File: config.mk
export PLATFORM = sky130hd
export DESIGN_NAME = mem_scan_ctrl
export DESIGN_NICKNAME = d
export VERILOG_FILES = /design/src/rtl/mem_scan_ctrl.sv
export SDC_FILE = /design/constraint.sdc
export NUM_CORES = 1
export LEC_CHECK = 0
export CORE_MARGIN = 1.5
export CORE_UTILIZATION = 50
export CTS_BUF_LIST = sky130_fd_sc_hd__clkbuf_2
export CTS_CLUSTER_DIAMETER = 60
export DETAILED_ROUTE_END_ITERATION = 8
export PLACE_DENSITY = 0.89
export SYNTH_ARGS = -nofsm -noshare
export SYNTH_HDL_FRONTEND = slang
export SYNTH_SLANG_ARGS = --single-unit
File: constraint.sdc
create_clock -name Clk -period 3.9 [get_ports Clk]
set_input_delay 0.78 -clock Clk [delete_from_list [all_inputs] [get_ports Clk]]
set_output_delay 0.78 -clock Clk [all_outputs]
set_load 0.01 [all_outputs]
File: src/rtl/mem_scan_ctrl.sv
`default_nettype none
// +----------------------------------------------------------------------------+
// | Module : mem_scan_ctrl                                                     |
// | Brief  : Host-write / max-scan port arbiter for a single-port data memory  |
// | Rev    : 1.0  initial release                                              |
// +----------------------------------------------------------------------------+
module mem_scan_ctrl #(
  parameter int AW = 6,
  parameter int DW = 8
) (
  input  logic          Clk,
  input  logic          Rst,
  input  logic          start,
  input  logic          wr,
  input  logic [AW-1:0] AB,
  input  logic [DW-1:0] DB,
  output logic          mem_we,
  output logic [AW-1:0] mem_addr,
  output logic [DW-1:0] mem_wdata,
  input  logic [DW-1:0] mem_rdata,
  output logic          busy,
  output logic          done,
  output logic [DW-1:0] max_val,
  output logic [AW-1:0] max_addr
);

  typedef enum logic [1:0] {
    IDLE  = 2'd0,
    SCAN  = 2'd1,
    DRAIN = 2'd2,
    DONE  = 2'd3
  } state_t;

  localparam logic [AW-1:0] c_LAST_ADDR = '1;

  state_t        r_state;
  state_t        w_state_nxt;
  logic [AW-1:0] r_rd_ptr;
  logic [AW-1:0] r_rd_tag;
  logic          r_rd_vld;
  logic [DW-1:0] r_max_val;
  logic [AW-1:0] r_max_addr;
  logic          w_issue;
  logic          w_accept;
  logic          w_hit;

  always_comb begin
    w_state_nxt = r_state;
    w_issue     = 1'b0;
    w_accept    = 1'b0;
    case (r_state)
      IDLE: begin
        if (start) begin
          w_accept    = 1'b1;
          w_state_nxt = SCAN;
        end
      end
      SCAN: begin
        // a host write owns the port this cycle, so the read is deferred
        if (!wr) begin
          w_issue = 1'b1;
          if (r_rd_ptr == c_LAST_ADDR) begin
            w_state_nxt = DRAIN;
          end
        end
      end
      DRAIN:   w_state_nxt = DONE;
      DONE:    w_state_nxt = IDLE;
      default: w_state_nxt = IDLE;
    endcase
  end

  always_comb begin
    mem_we    = wr;
    mem_wdata = DB;
    if (wr) begin
      mem_addr = AB;
    end else if (r_state == SCAN) begin
      mem_addr = r_rd_ptr;
    end else begin
      mem_addr = '0;
    end
  end

  // strict compare keeps the lowest address on ties
  assign w_hit    = r_rd_vld && (mem_rdata > r_max_val);
  assign busy     = (r_state == SCAN) || (r_state == DRAIN);
  assign done     = (r_state == DONE);
  assign max_val  = r_max_val;
  assign max_addr = r_max_addr;

  always_ff @(posedge Clk) begin
    if (!Rst) begin
      r_state    <= IDLE;
      r_rd_ptr   <= '0;
      r_rd_tag   <= '0;
      r_rd_vld   <= 1'b0;
      r_max_val  <= '0;
      r_max_addr <= '0;
    end else begin
      r_state  <= w_state_nxt;
      r_rd_vld <= w_issue;
      if (w_issue) begin
        r_rd_tag <= r_rd_ptr;
        r_rd_ptr <= r_rd_ptr + 1'b1;
      end
      if (w_accept) begin
        r_rd_ptr   <= '0;
        r_max_val  <= '0;
        r_max_addr <= '0;
      end else if (w_hit) begin
        r_max_val  <= mem_rdata;
        r_max_addr <= r_rd_tag;
      end
    end
  end

endmodule
`default_nettype wire
; ---- Word level (Yosys, flattened, before mapping)
; Cells that the tools add are included.
[word_totals]
word_cells = 31
regBits = 29
out_inout_bits = 31
input_bits = 26
[op_classes]
bitwise = 1
mux = 10
reduce_logical = 5
add_sub_neg = 1
magnitude_cmp = 1
eq_ne = 7
[op_table]
columns = operator, count
row1 = $mux W6, 2
row2 = $gt A8 B8 Y1, 1
row3 = $pmux W2 S4, 1
row4 = $add A6 B1 Y6 const B, 1
row5 = $eq A6 B6 Y1 const B, 1
row6 = $mux W2, 3
row7 = $ne A2 B2 Y1 const B, 3
row8 = $eq A2 B2 Y1 const B, 2
row9 = $mux W1, 4
row10 = $reduce_and A3 Y1, 1
row11 = $eq A2 B1 Y1 const B, 1
row12 = $logic_not A2 Y1, 1
row13 = $reduce_or A2 Y1, 1
row14 = $logic_and A1 B1 Y1, 1
row15 = $logic_or A1 B1 Y1, 1
row16 = $not A1 Y1, 1

; ---- Logic depth before layout (Yosys ltp)
[depth]
word_depth = 4
mapped_depth = 8
ltp_nobuf = 7

; ---- Worst setup path before layout
; OpenSTA, ideal clock, no wires.
[synth_timing]
kind = in2out
start = in wr
end = out mem_addr[5]
path_stages = 5
required_time_ns = 3.120
t_arrival_ns = 1.424
setup_slack_ns = 1.696
cell_sequence = buf_2 nor2b_1 buf_2 nand2_1 nand2_1
[synth_between]
elab_chain_cells = 1
[synth_lines]
columns = element, line_no
row1 = from (decl), 14  ; input logic wr,
row2 = $mux W6, 76  ; if (wr) begin
row3 = to (decl), 18  ; output logic [AW-1:0] mem_addr,
; Every way passes these cells.

; ---- Worst setup path in the final report
[layout_timing]
start = in wr
end = out mem_addr[2]
; Same word-level chain as after synthesis.

==> flow_metrics.env <==
export IMPL_outcome="finished clean"
export IMPL_clock_latency_ps=360
export IMPL_slew_limit_headroom_pct=39.0
export IMPL_hold_path_cell_count=2
export IMPL_crit_path_max_fanout=10
export IMPL_grt_pass1_vias=1381
export IMPL_grt_pass1_wl_um=5690
export IMPL_antenna_found_initial=0
export IMPL_cts_tree="built"
export IMPL_ios=57
export IMPL_netlist_instances=192
export IMPL_clk_path_buf_depth=2
export IMPL_root_buffer="clkbuf_2"
export IMPL_final_max_slew_viol_count=0
export IMPL_core_area_um2=3100
export IMPL_arrival_ps=2560
export IMPL_avgSynthCellArea_um2=8.63
export IMPL_synth_edff_count=0
export IMPL_netlist_area_um2=1660
export IMPL_antenna_left=0
export IMPL_worst_slew_pin_slew_ps=913
export IMPL_io_buffers=40
export IMPL_start_kind="input pin"
export IMPL_r2r_cells=7
export IMPL_die_h_um=60.6
export IMPL_yosys_area_top_type_share_pct=35.0
export IMPL_hold_worst_slack_ps=465
export IMPL_rsz0062_at_grt="false"
export IMPL_via_count=1394
export IMPL_period_needed_ps=3340
export IMPL_r2r_end="max_val[1]$_SDFFE_PP0P_"
export IMPL_yosysSeqAreaShare_pct=35.0
export IMPL_cts_hold_buf=0
export IMPL_fin_skew_ps=17.6
export IMPL_numCtsBuffers=5
export IMPL_cts_sinks=29
export IMPL_die_w_um=60.6
export IMPL_die_area_um2=3670
export IMPL_fin_util_pct=66.3
export IMPL_final_nets=262
export IMPL_worstSetupStartpoint="wr"
export IMPL_ys_ff_latch=29
export IMPL_ys_warn_count=0
export IMPL_critPathCaptureType="output pin"
export IMPL_wl_per_cell_um=13.0
export IMPL_diodes=0
export IMPL_hold_viol_final=0
export IMPL_yosys_top_cells_area="dfxtp_1 35%, ha_1 11%, nand2_1 7.7%"
export IMPL_max_vdd_ir_drop_uv=307
export IMPL_synthArstFlopShare_pct=0
export IMPL_hold_class="reg -> reg"
export IMPL_synth_flop_cell="dfxtp_1"
export IMPL_crit_type="in -> out"
export IMPL_min_from="r_rd_tag[5]$_SDFFE_PN0P_"
export IMPL_finalSetupViolations=0
export IMPL_place_congestion=0.821
export IMPL_p_total_mw=0.806
export IMPL_wl_um=3460
export IMPL_h_tree_depth=2
export IMPL_first_pass_iters=4
export IMPL_maxCapViolations=0
export IMPL_detailed_place_hpwl_um=2460
export IMPL_grt_max_degree=21
export IMPL_fmax_mhz=299
export IMPL_yosysTopAreaCell="dfxtp_1"
export IMPL_period_share_pct=85.7
export IMPL_syn_nets=232
export IMPL_post_cts_buffers=0
export IMPL_grt_use_total_pct=20.5
export IMPL_dr_first_iter_drc_count=45
export IMPL_drc=0
export IMPL_synth_distinct_cells=35
export IMPL_start_util_pct=53.4
export IMPL_postCtsResizedCells=0
export IMPL_leakagePower_nw=0.742
export IMPL_timing_rr_start="max_val[5]$_SDFFE_PP0P_"
export IMPL_crit_required_ps=3120
export IMPL_regToRegSetupSlack_ps=1770
export IMPL_grt_overflow=0
export IMPL_power_density_nw_per_um2=392
export IMPL_viasPerCell=5.22
export IMPL_whs_endpoint="max_addr[5]$_SDFFE_PP0P_"
export IMPL_clk_pin_slew_ps=160
export IMPL_drive_gt1_share_pct=15.2
export IMPL_core_rowCount=20
export IMPL_area_delta_synth_final_pct=24.1
export IMPL_setup_tns_final_ps=0
worst max path at each step:
stage	end	slack [ps]	depth (start not counted)
2_1_floorplan	mem_addr[5]	1700	5
4_1_cts	mem_addr[0]	560	6
3_3_place_gp	mem_addr[2]	610	6
5_1_grt	mem_addr[0]	440	6
6_report	mem_addr[2]	560	6
3_5_place_dp	mem_addr[0]	560	6
synthesized netlist by cell type (3+ instances only):
master / count
nand2_1: 34
dfxtp_1: 29
ha_1: 14
inv_1: 13
a21oi_2: 11
o21ai_1: 10
a21oi_1: 9
buf_4: 9
nand3_2: 9
nor2_1: 6
o21ai_0: 6
a21boi_0: 5
nand3_1: 5
buf_6: 3
clkbuf_1: 3
xor2_1: 3
report_power, final:
| part | internal, mW | switching (mW) | total (mW) | leakage (nW) |
|---|---|---|---|---|
| Combinational | 0.110 | 0.151 | 0.262 | 0.467 |
| Clock | 0.110 | 0.106 | 0.215 | 0.0406 |
| Sequential | 0.314 | 0.0148 | 0.329 | 0.234 |
| Total | 0.534 | 0.272 | 0.806 | 0.742 |
sequential cells by signal, summed over array words and instances (netlist names):
register / count
max_val: 8
max_addr: 6
r_rd_ptr: 6
r_rd_tag: 6
r_state: 2
r_rd_vld: 1
layout make-up:
type                       instances  area, µm²
clock inverter                     2       33.8
tap                               44       55.1
multi-input combinational        132        900
timing repair buffer              41        408
fill                             287       1050
clock buffer                       6       30.0
inverter                          13       48.8
sequential                        29        581
cells in the final DEF (no fill, tap or decap), drive strengths merged, types with 2 or more instances in the layout:
master         synthesis  routed
a21boi                 5       5
nand2b                 2       2
clkdlybuf4s50          0      40
xor2                   3       3
ha                    14      14
nor2b                  2       2
nand3                 14      14
o31a                   2       2
nor2                   6       6
nand4                  2       2
a21oi                 20      20
o21ai                 18      18
nand2                 34      34
inv                   13      13
clkbuf                 4       6
dfxtp                 29      29
cells by family (layout without fill, tap and decap cells):
group | Yosys count | count (layout) | share of synthesized area (%)
simple gates | 65 | 65 | 20.5
compound gates | 48 | 48 | 20.5
buf+inv | 31 | 62 | 10.6
xor+xnor | 4 | 4 | 2.12
flops | 29 | 29 | 35.0
fa+ha+maj | 14 | 14 | 10.6
mux | 1 | 1 | 0.604
metal layers:
layer	part of all wire [%]	global-route usage (%)	vias to the layer above
met5	0	0	-
met4	2.0	10.2	0
met3	5.6	4.90	9
met2	48	35.3	48
met1	44	23.5	639
li1	-	-	698
critical path, stage by stage:
cell             delay [ps]
clkdlybuf4s50_1         570
nor2b_1                 330
buf_4                   210
nand2_1                  70
nand2_1                  70
clkdlybuf4s50_1         520
through the flow:
step | worst slack, ps | area [µm²] | std cells
after floorplan | 1700 | 1660 | 192
final | 558 | 2060 | 267
after global routing | 440 | 2060 | 267
after detailed placement | 564 | 1990 | 259
after CTS | 560 | 2060 | 267
after global placement | 606 | 1990 | 259
(Power assumes the default switching activity.)
